==> src/rtl/vga_timing_gen.sv <==
// -----------------------------------------------------------------------------
// vga_timing_gen
//
// Parametrised raster timing generator. A clock divider produces a one-clock
// pixel strobe; horizontal and vertical counters run on that strobe and give
// the current pixel coordinates. Sync and display-enable are decoded from the
// counters, registered, then delayed by PIPE_DELAY further strobes so they line
// up with a pipelined colour mapper. Line/frame markers stay undelayed and are
// aligned with draw_x/draw_y.
//
// Ports:
//   clk          system clock
//   reset        synchronous, active-high
//   pix_en       one-clock pixel strobe (forced low while reset is high)
//   draw_x       current horizontal count, 0..H_TOTAL-1
//   draw_y       current vertical count, 0..V_TOTAL-1
//   hs, vs       horizontal / vertical sync, active level HS_POL / VS_POL
//   blank        display enable: 1 = active video, 0 = blanking
//   sync         composite sync for the DAC, tied to 0
//   line_start   pix_en cycle with draw_x == 0
//   frame_start  pix_en cycle with draw_x == 0 and draw_y == 0
//   frame_count  completed frames, wraps modulo 2^16
// -----------------------------------------------------------------------------
module vga_timing_gen #(
    parameter int   H_ACTIVE   = 640,
    parameter int   H_FRONT    = 16,
    parameter int   H_SYNC     = 96,
    parameter int   H_BACK     = 48,
    parameter int   V_ACTIVE   = 480,
    parameter int   V_FRONT    = 10,
    parameter int   V_SYNC     = 2,
    parameter int   V_BACK     = 33,
    parameter int   CLK_DIV    = 2,
    parameter logic HS_POL     = 1'b0,
    parameter logic VS_POL     = 1'b0,
    parameter int   PIPE_DELAY = 0,
    parameter int   COORD_W    = 10
) (
    input  logic               clk,
    input  logic               reset,
    output logic               pix_en,
    output logic [COORD_W-1:0] draw_x,
    output logic [COORD_W-1:0] draw_y,
    output logic               hs,
    output logic               vs,
    output logic               blank,
    output logic               sync,
    output logic               line_start,
    output logic               frame_start,
    output logic [15:0]        frame_count
);

    localparam int H_TOTAL = H_ACTIVE + H_FRONT + H_SYNC + H_BACK;
    localparam int V_TOTAL = V_ACTIVE + V_FRONT + V_SYNC + V_BACK;
    localparam int DIV_W   = (CLK_DIV > 1) ? $clog2(CLK_DIV) : 1;
    localparam int CW1     = COORD_W + 1;

    if (CLK_DIV < 1) begin : g_chk_div
        $error("vga_timing_gen: CLK_DIV must be >= 1");
    end
    if (PIPE_DELAY < 0 || PIPE_DELAY > 7) begin : g_chk_pipe
        $error("vga_timing_gen: PIPE_DELAY must be in 0..7");
    end
    if (longint'(H_TOTAL - 1) >= (longint'(1) << COORD_W)) begin : g_chk_h
        $error("vga_timing_gen: H_TOTAL-1 does not fit in COORD_W bits");
    end
    if (longint'(V_TOTAL - 1) >= (longint'(1) << COORD_W)) begin : g_chk_v
        $error("vga_timing_gen: V_TOTAL-1 does not fit in COORD_W bits");
    end

    localparam logic [DIV_W-1:0]   DIV_LAST = DIV_W'(CLK_DIV - 1);
    localparam logic [COORD_W-1:0] H_LAST   = COORD_W'(H_TOTAL - 1);
    localparam logic [COORD_W-1:0] V_LAST   = COORD_W'(V_TOTAL - 1);

    // Window bounds are one bit wider so the sync end may equal 2^COORD_W.
    localparam logic [CW1-1:0] H_ACT_END = CW1'(H_ACTIVE);
    localparam logic [CW1-1:0] HS_START  = CW1'(H_ACTIVE + H_FRONT);
    localparam logic [CW1-1:0] HS_END    = CW1'(H_ACTIVE + H_FRONT + H_SYNC);
    localparam logic [CW1-1:0] V_ACT_END = CW1'(V_ACTIVE);
    localparam logic [CW1-1:0] VS_START  = CW1'(V_ACTIVE + V_FRONT);
    localparam logic [CW1-1:0] VS_END    = CW1'(V_ACTIVE + V_FRONT + V_SYNC);

    // Timing flags in "active" sense; polarity is applied only at the outputs.
    typedef struct packed {
        logic hs;
        logic vs;
        logic en;
    } timing_t;

    logic [DIV_W-1:0]   div_cnt_q, div_cnt_d;
    logic [COORD_W-1:0] h_cnt_q, h_cnt_d;
    logic [COORD_W-1:0] v_cnt_q, v_cnt_d;
    logic [15:0]        frame_count_q, frame_count_d;
    logic               strobe;
    logic [CW1-1:0]     h_ext, v_ext;
    timing_t            stage_d;
    // Index 0 holds the registered raw decode, 1..PIPE_DELAY the extra delay.
    timing_t            pipe_q [PIPE_DELAY+1];

    assign strobe = (div_cnt_q == DIV_LAST);
    assign h_ext  = {1'b0, h_cnt_q};
    assign v_ext  = {1'b0, v_cnt_q};

    // NOTE: every variable gets its hold value first, so no path through this
    // block leaves a signal unassigned and no latch is inferred.
    always_comb begin
        div_cnt_d     = strobe ? '0 : div_cnt_q + 1'b1;
        h_cnt_d       = h_cnt_q;
        v_cnt_d       = v_cnt_q;
        frame_count_d = frame_count_q;
        if (strobe) begin
            if (h_cnt_q == H_LAST) begin
                h_cnt_d = '0;
                if (v_cnt_q == V_LAST) begin
                    v_cnt_d       = '0;
                    frame_count_d = frame_count_q + 16'd1;
                end else begin
                    v_cnt_d = v_cnt_q + 1'b1;
                end
            end else begin
                h_cnt_d = h_cnt_q + 1'b1;
            end
        end

        stage_d.hs = (h_ext >= HS_START) && (h_ext < HS_END);
        stage_d.vs = (v_ext >= VS_START) && (v_ext < VS_END);
        stage_d.en = (h_ext < H_ACT_END) && (v_ext < V_ACT_END);
    end

    // NOTE: state is updated with non-blocking assignments so every register
    // samples the pre-edge value of the others, independent of statement order.
    always_ff @(posedge clk) begin
        if (reset) begin
            div_cnt_q     <= '0;
            h_cnt_q       <= '0;
            v_cnt_q       <= '0;
            frame_count_q <= '0;
            // NOTE: the delay line is a handful of flops, not a RAM, so it is
            // cleared here; otherwise stale sync would leak out after reset.
            for (int i = 0; i <= PIPE_DELAY; i++) begin
                pipe_q[i] <= '0;
            end
        end else begin
            div_cnt_q     <= div_cnt_d;
            h_cnt_q       <= h_cnt_d;
            v_cnt_q       <= v_cnt_d;
            frame_count_q <= frame_count_d;
            if (strobe) begin
                pipe_q[0] <= stage_d;
                for (int i = 1; i <= PIPE_DELAY; i++) begin
                    pipe_q[i] <= pipe_q[i-1];
                end
            end
        end
    end

    assign pix_en      = strobe && !reset;
    assign draw_x      = h_cnt_q;
    assign draw_y      = v_cnt_q;
    assign frame_count = frame_count_q;
    assign hs          = pipe_q[PIPE_DELAY].hs ? HS_POL : ~HS_POL;
    assign vs          = pipe_q[PIPE_DELAY].vs ? VS_POL : ~VS_POL;
    assign blank       = pipe_q[PIPE_DELAY].en;
    assign sync        = 1'b0;
    assign line_start  = pix_en && (h_cnt_q == '0);
    assign frame_start = line_start && (v_cnt_q == '0);

endmodule
==> config.mk <==
export PLATFORM = sky130hd
export DESIGN_NAME = vga_timing_gen
export DESIGN_NICKNAME = d
export VERILOG_FILES = /design/src/rtl/vga_timing_gen.sv
export SDC_FILE = /design/constraint.sdc
export NUM_CORES = 1
export LEC_CHECK = 0
export BUFFER_PORTS_ARGS = -buffer_cell sky130_fd_sc_hd__clkbuf_2
export CORE_UTILIZATION = 51
export CTS_BUF_LIST = sky130_fd_sc_hd__clkbuf_4
export DETAILED_ROUTE_END_ITERATION = 6
export PLACE_DENSITY = 0.78
export SYNTH_ARGS = -nofsm -noshare
export SYNTH_HDL_FRONTEND = slang
export SYNTH_SLANG_ARGS = --single-unit
export TNS_END_PERCENT = 30
==> constraint.sdc <==
create_clock -name clk -period 1.7 [get_ports clk]
set_input_delay 0.255 -clock clk [delete_from_list [all_inputs] [get_ports clk]]
set_output_delay 0.255 -clock clk [all_outputs]
set_load 0.02 [all_outputs]
==> qor.txt, run 1 <==
status -> finished, violations left
failing checks -> negative setup slack
max-slew violations -> 0
static leakage -> 1.284 nW
HPWL Detailed -> 4072 um
Syn-to-layout area delta -> 52.29%
clock root buffer -> clkbuf_4
fillcell total -> 256
sequential area share after synthesis -> 0.3901
worst hold start -> reset
placed instance area -> 2758 um^2
post-route non-filler standard cell count -> 402
Async SR Flop Fraction -> 0
vias per cell -> 5.930
largest net degree at the start of global routing -> 23
synthesized area per cell -> 8.692 um^2
first-pass GRT wire length -> 9680 um
hold_buf cts -> 0
# diodes -> 0
initial drt markers -> 167
die footprint -> 4438 um^2
Clock Latency Late Sink -> 370 ps
DIE WIDTH -> 66.62 um
fin nets -> 359
post-route total power -> 1.630 mW
grt ovf -> 0
share of layout cells above drive strength 1 -> 0.5227
Final Skew -> 9.008 ps
Worst Path Max Fanout -> 2
FP Rows -> 23
Max Cap Viol -> 0
Clock Sinks -> 40
PwrDens -> 502.5 nW/um^2
antenna viol nets, final -> 0
GRT Util Overall -> 0.2880
Bufs on Longest Clock Path -> 2
# DRC -> 0
Post-synth EDFFs -> 3
Clk pin slew, worst setup/hold paths -> 120 ps
CP arrival -> 1650 ps
CP peak stage delay -> 370 ps
Initial Util -> 0.5324
Setup violations, final -> 17
Syn Inst Count -> 245
GPL Wtd Cong -> 0.8195
CTS tree -> yes
syn nets -> 253
Ports -> 45
WL per Instance -> 16.31 um
Ys Warns -> 0
final hold vios -> 0
Reg2Reg Depth -> 7
fin util -> 0.8108
H-tree depth -> 2
ys flop type -> dfxtp_1
Seq cells post-synth -> 40
number of global-route vias before repair -> 2,138
CTS buffer count -> 5
drt first pass iters -> 4
placed cells -> 377
critical path type -> reg2out
final worst-path cycle share -> 1.118
final worst slack -> -200.9 ps
highest-delay cell along the critical path -> dfxtp_4
I/O Buffers -> 43
CP Launch Type -> register
routed vias -> 2,384
drt total wl -> 6555 um
source of the worst register-to-register timing path -> draw_x[0]$_SDFFE_PP0P_
worst hold path type -> in2reg
Final min period -> 1901 ps
Finished Cell Area -> 3243 um^2
flop2flop setup slack -> -140 ps
unrepaired setup endpoints after global routing -> yes
Core ar. -> 4000 um^2
Critical Path RT -> 1440 ps
Die Y -> 66.62 um
maximum vdd drop -> 0.0003553 V
post-synth design cell area -> 2130 um^2
Setup crit end kind -> output pin
Hold Path Sink -> draw_y[1]$_SDFFE_PP0P_
worst r2r dst -> draw_y[7]$_SDFFE_PP0P_
Netlist cell types -> 40
Max Clock Freq -> 0.5261 GHz
worst hold path depth -> 5
CP Cell Sequence -> inv_4 > ha_4 > nor4b_4 > and3_4 > and4_4 > buf_8
initial antenna violation count -> 0
-- registers in the layout (all words and copies together), names as in the netlist --
register and flops:
pipe_q 3, draw_y 10, div_cnt_q 1, frame_count 16, draw_x 10
-- cells by family after synthesis --
kind of cell    after synthesis  share of synthesized area
compound gates               48                     0.1298
xor+xnor                     10                    0.04113
fa+ha+maj                     6                    0.03525
buf+inv                      22                    0.05111
flops                        40                     0.3901
mux                           2                    0.01058
other cells                   1                   0.001761
simple gates                116                     0.3402
-- stage by stage --
step                worst slack, ps  setup TNS [ps]  hold slack, ps
floorplan                    -14.57          -43.62           442.4
global placement             -30.53          -76.51           474.6
detailed placement           -83.14           -1012           479.1
CTS                          -201.1          -883.0           357.5
global route                 -254.1           -3295           378.2
finish                       -200.9           -1432           371.5
-- worst max-delay path by stage --
stage | startpoint | to | slack (ps)
floorplan | draw_y[0]$_SDFFE_PP0P_ | frame_count[14]$_SDFFE_PP0P_ | -10
global placement | draw_x[1]$_SDFFE_PP0P_ | draw_y[7]$_SDFFE_PP0P_ | -30
detailed placement | draw_y[0]$_SDFFE_PP0P_ | frame_count[3]$_SDFFE_PP0P_ | -80
CTS | draw_x[0]$_SDFFE_PP0P_ | frame_start | -200
global route | draw_x[1]$_SDFFE_PP0P_ | frame_start | -250
finish | draw_x[1]$_SDFFE_PP0P_ | frame_start | -200
-- cell usage after synthesis (2+ instances only) --
cell	count	area, um^2
nand2_1	13	48.80
buf_6	2	22.52
nand4_2	2	25.02
o31ai_1	13	97.59
edfxtp_1	3	90.09
buf_2	3	15.01
or3_1	6	37.54
dfxtp_1	37	740.7
xnor2_1	7	61.31
ha_1	6	75.07
mux2_2	2	22.52
inv_1	11	41.29
o21ai_0	11	55.05
nand4_1	15	93.84
nor2_1	15	56.30
nor3_1	5	25.02
clkbuf_1	4	15.01
or4_1	13	97.59
and3_1	5	31.28
and4b_1	2	20.02
a21oi_1	22	110.1
nand2b_1	2	12.51
nor2b_1	5	31.28
nor4_1	4	25.02
and4_1	4	35.03
buf_4	2	15.01
xor2_1	3	26.28
and2_1	4	25.02
nand3_1	13	65.06
-- layer usage --
metal	vias up	track usage	part of all wire
met5	-	0	0
met4	0	0.1356	0.028
met3	24	0.06507	0.055
met2	97	0.4836	0.48
met1	1133	0.3438	0.44
li1	1130	-	-
-- layout make-up --
cell class | count | area (um^2) | share of cell area
clock inverters | 1 | 5.005 | 0.001543
well taps | 50 | 62.56 | 0.01929
repair buffers | 109 | 775.7 | 0.2392
inverters | 11 | 46.29 | 0.01427
clock buffers | 7 | 52.55 | 0.01620
multi-input cells | 184 | 1450 | 0.4471
flip-flops and latches | 40 | 850.8 | 0.2623
-- power breakdown --
part / switching, mW / internal [mW]
clock: 0.328 / 0.193
sequential: 0.00778 / 0.957
combinational: 0.0785 / 0.0648
-- what timing repair did --
action,4_1_cts,5_1_grt
endpoints found under the hold margin,0,0
pin swaps,26,16
setup buffers,10,6
resized for setup,27,48
endpoints found under the setup margin,31,35
gates cloned,1,0
-- worst max-delay path, delay by kind of cell, from the launching register on --
family / cells / cell delay, ps
and+or+nand+nor: 3 / 620
DFF: 1 / 370
buffers and inverters: 2 / 170
adders and majority gates: 1 / 130
-- cell usage in the layout (no fill, tap or decap), drive strengths merged --
| master | synthesis | routed |
|---|---|---|
| or4 | 13 | 13 |
| a21o | 1 | 1 |
| xnor2 | 7 | 7 |
| o21ai | 11 | 11 |
| buf | 7 | 68 |
| nand4 | 18 | 19 |
| inv | 11 | 11 |
| and3b | 1 | 1 |
| a21oi | 22 | 22 |
| nand3 | 13 | 13 |
| and4 | 5 | 5 |
| xor2 | 3 | 3 |
| mux2 | 2 | 2 |
| or4b | 1 | 1 |
| conb | 1 | 1 |
| clkinv | 0 | 1 |
| ha | 6 | 6 |
| nand2b | 2 | 2 |
| nor2b | 5 | 5 |
| o22ai | 1 | 1 |
| and4b | 2 | 2 |
| nor4b | 1 | 1 |
| nor3 | 5 | 5 |
| nor2 | 15 | 15 |
| dfxtp | 37 | 37 |
| nor4 | 5 | 5 |
| o31ai | 13 | 13 |
| clkbuf | 4 | 48 |
| edfxtp | 3 | 3 |
| or3 | 7 | 7 |
| and3 | 5 | 5 |
| and2 | 5 | 5 |
| nand2 | 13 | 13 |
(Power assumes the default switching activity.)
==> inputs of run 2 (changes only) <==
ABC_AREA = 1   (was not set)
==> qor.txt, run 2 <==
area leader, netlist -> dfxtp_1
# DRC -> 0 (unchanged)
clock root buffer -> clkbuf_4
Max transition margin -> 0.6463
Final min period -> 1759 ps (-141.6 ps)
fin nets -> 403 (+12%)
worst slew pin tran -> 526.5 ps
Syn-to-layout area delta -> 25.48%
Finished Cell Area -> 2878 um^2 (-11%)
first-pass GRT wire length -> 9108 um (-5.9%)
Post-synth EDFFs -> 3 (unchanged)
GPL Wtd Cong -> 0.8442 (+3.0%)
Async SR Flop Fraction -> 0 (unchanged)
Max Clock Freq -> 0.5684 GHz (+8.1%)
worst hold path type -> in2reg
die footprint -> 4769 um^2 (+7.5%)
Multi-input gate area -> 1374 um^2 (-5.3%)
Clock power frac -> 0.293 (-0.027)
status -> finished, violations left
Initial Util -> 0.5304 (-0.001992)
WL per Instance -> 12.25 um (-25%)
Hold WS -> 361.4 ps (-10.06 ps)
vias per cell -> 5.213 (-12%)
max-slew violations -> 0 (unchanged)
routed vias -> 2,330 (-2.3%)
combinational group share of total power -> 0.078 (-0.010)
post-route total power -> 1.524 mW (-6.5%)
post-synth design cell area -> 2293 um^2 (+7.7%)
max reg flops -> 16 (unchanged)
CTS buffer count -> 5 (unchanged)
final hold vios -> 0 (unchanged)
Switching Share -> 0.2510 (-0.003178)
Ports -> 45 (unchanged)
final worst-path cycle share -> 1.035 (-0.08332)
net switching power -> 0.3825 mW (-7.7%)
fin util -> 0.6655 (-0.1453)
most common cell after layout, fill and taps aside -> nand2_1
Clock Latency Late Sink -> 340 ps (-30 ps)
static leakage -> 1.222 nW (-4.8%)
unrepaired setup endpoints after global routing -> yes
Final Skew -> 8.946 ps (-0.06251 ps)
ys flop type -> dfxtp_1
count leader, synth -> nand2_1
CTS tree -> yes
Clk pin slew, worst setup/hold paths -> 120 ps (about the same)
maximum vdd drop -> 0.0003485 V (-1.9%)
CP arrival -> 1500 ps (-150 ps)
buffers and inverters on the worst path -> 2 (unchanged)
initial antenna violation count -> 0 (unchanged)
highest-delay cell along the critical path -> dfxtp_4
H-tree depth -> 2 (unchanged)
Syn Inst Count -> 331 (+35%)
Netlist cell types -> 34 (-15%)
Int Power -> 1.142 mW (-6.1%)
post-synth top area share -> 0.3230 (-0.02486)
HPWL Detailed -> 3865 um (-5.1%)
CP Launch Type -> register
sequential area share after synthesis -> 0.3622 (-0.02788)
largest net degree at the start of global routing -> 19 (-17%)
number of global-route vias before repair -> 2,052 (-4.0%)
CP peak stage delay -> 370 ps (about the same)
Synth area leaders -> dfxtp_1, nand2_1, nor2_1
CP Cell Sequence -> inv_4 > nand2_4 > nor2_4 > nand3_4 > nor4_4 > buf_4
Sequential Power Share -> 0.629 (+0.037)
Max Cap Viol -> 0 (unchanged)
Bufs on Longest Clock Path -> 2 (unchanged)
Clock Sinks -> 40 (unchanged)
final worst slack -> -59.28 ps (+141.6 ps)
Setup violations, final -> 1 (-16)
share of layout cells above drive strength 1 -> 0.3063 (-0.2164)
DIE WIDTH -> 69.06 um (+3.7%)
initial drt markers -> 142 (-15%)
Worst Path Max Fanout -> 4 (+2)
Seq cells post-synth -> 40 (unchanged)
I/O Buffers -> 43 (unchanged)
Critical Path RT -> 1440 ps (about the same)
fillcell total -> 381 (+49%)
Core ar. -> 4324 um^2 (+8.1%)
GRT Util Overall -> 0.2305 (-0.05749)
Setup crit end kind -> output pin
Post-synth top cells -> nand2_1, nor2_1, dfxtp_1
synthesized area per cell -> 6.929 um^2 (-20%)
drt first pass iters -> 4 (unchanged)
failing checks -> negative setup slack
total area of sequential cells -> 847.1 um^2 (-0.44%)
source of the worst register-to-register timing path -> draw_x[1]$_SDFFE_PP0P_
commonest non-fill, non-tap cells in the layout -> nand2_1, nor2_1, clkbuf_2, dfxtp_1, inv_1
placed instance area -> 2645 um^2 (-4.1%)
Die Y -> 69.06 um (+3.7%)
worst hold start -> reset
grt ovf -> 0 (unchanged)
syn nets -> 339 (+34%)
FP Rows -> 24 (+4.3%)
drt total wl -> 5474 um (-16%)
setup tns final -> -59.28 ps (+1372 ps)
# diodes -> 0 (unchanged)
Setup crit start -> draw_x[6]$_SDFFE_PP0P_
PwrDens -> 529.6 nW/um^2 (+5.4%)
family with the most delay on the worst path -> simple AND/OR/NAND/NOR gates
Ys Warns -> 0 (unchanged)
critical path type -> reg2out
antenna viol nets, final -> 0 (unchanged)
[run 2: cell types whose count changed after synthesis, sizes merged, moves of 8 or more]
| cell | before | now |
|---|---|---|
| nand2 | 13 | 89 |
| nor2 | 15 | 61 |
| inv | 11 | 37 |
| nand3 | 13 | 30 |
| o31ai | 13 | 0 |
| or4 | 13 | 0 |
| nand4 | 18 | 10 |
[run 2: what timing repair did]
item                                    4_1_cts  5_1_grt
endpoints found under the setup margin        2       17
setup buffers                                 3        5
resized for setup                            16       31
pin swaps                                     4        5
cloned                                        0        0
hold buffers                                  0        0
[run 2: cell type report]
cell class              count  area share
inverters                  38     0.05130
multi-input cells         247      0.4774
flip-flops and latches     40      0.2943
clock buffers               5     0.01304
clock inverters             2    0.002609
well taps                  52     0.02261
repair buffers             63      0.1387
[run 2: worst paths after layout]
check | end | slack, ps | cells after the start
setup / recovery | frame_start | -60 | 6
hold / removal | frame_count[7]$_SDFFE_PP0P_ | 360 | 3
setup reg to reg | frame_count[9]$_SDFFE_PP0P_ | 50 | 10
hold reg to reg | draw_y[1]$_SDFFE_PP0P_ | 520 | 2
[run 2: cells by family after synthesis]
group / count (synthesis) / synth area share
simple gates: 204 / 0.4179
buf+inv: 44 / 0.08783
compound gates: 31 / 0.07856
flops: 40 / 0.3622
fa+ha+maj: 6 / 0.03273
xor+xnor: 5 / 0.01909
other cells: 1 / 0.001635
[run 2: worst register-to-register path: stages (launching register included)]
cell and delay [ps]:
dfxtp_2 350, buf_4 100, ha_1 170, nand3_1 130
nor2_4 140, nand3_4 150, nor2_8 190, buf_12 140
nand3_1 70, nand2_1 60, nor2_1 30
[run 2: power groups by stage]
stage          clock network (mW)  logic, mW  registers [mW]
2_1_floorplan                   0     0.0588           0.994
3_3_place_gp                    0      0.102           0.984
3_5_place_dp                    0      0.102           0.985
4_1_cts                     0.453      0.106           0.964
5_1_grt                     0.493      0.129           0.960
6_report                    0.446      0.118           0.959
[run 2: per-layer routing]
layer | track usage | wire length [um] | share of wire
met1 | 0.3076 | 2496 | 0.46
met2 | 0.3722 | 2649 | 0.48
met3 | 0.03655 | 241 | 0.044
met4 | 0.09070 | 87 | 0.016
met5 | 0 | 0 | 0
[run 2: through the flow]
step / setup WS [ps] / instances
after global routing: -119.0 / 447
final: -59.28 / 447
after floorplan: 28.01 / 331
after detailed placement: 81.57 / 432
after global placement: 137.9 / 432
after CTS: -132.0 / 442
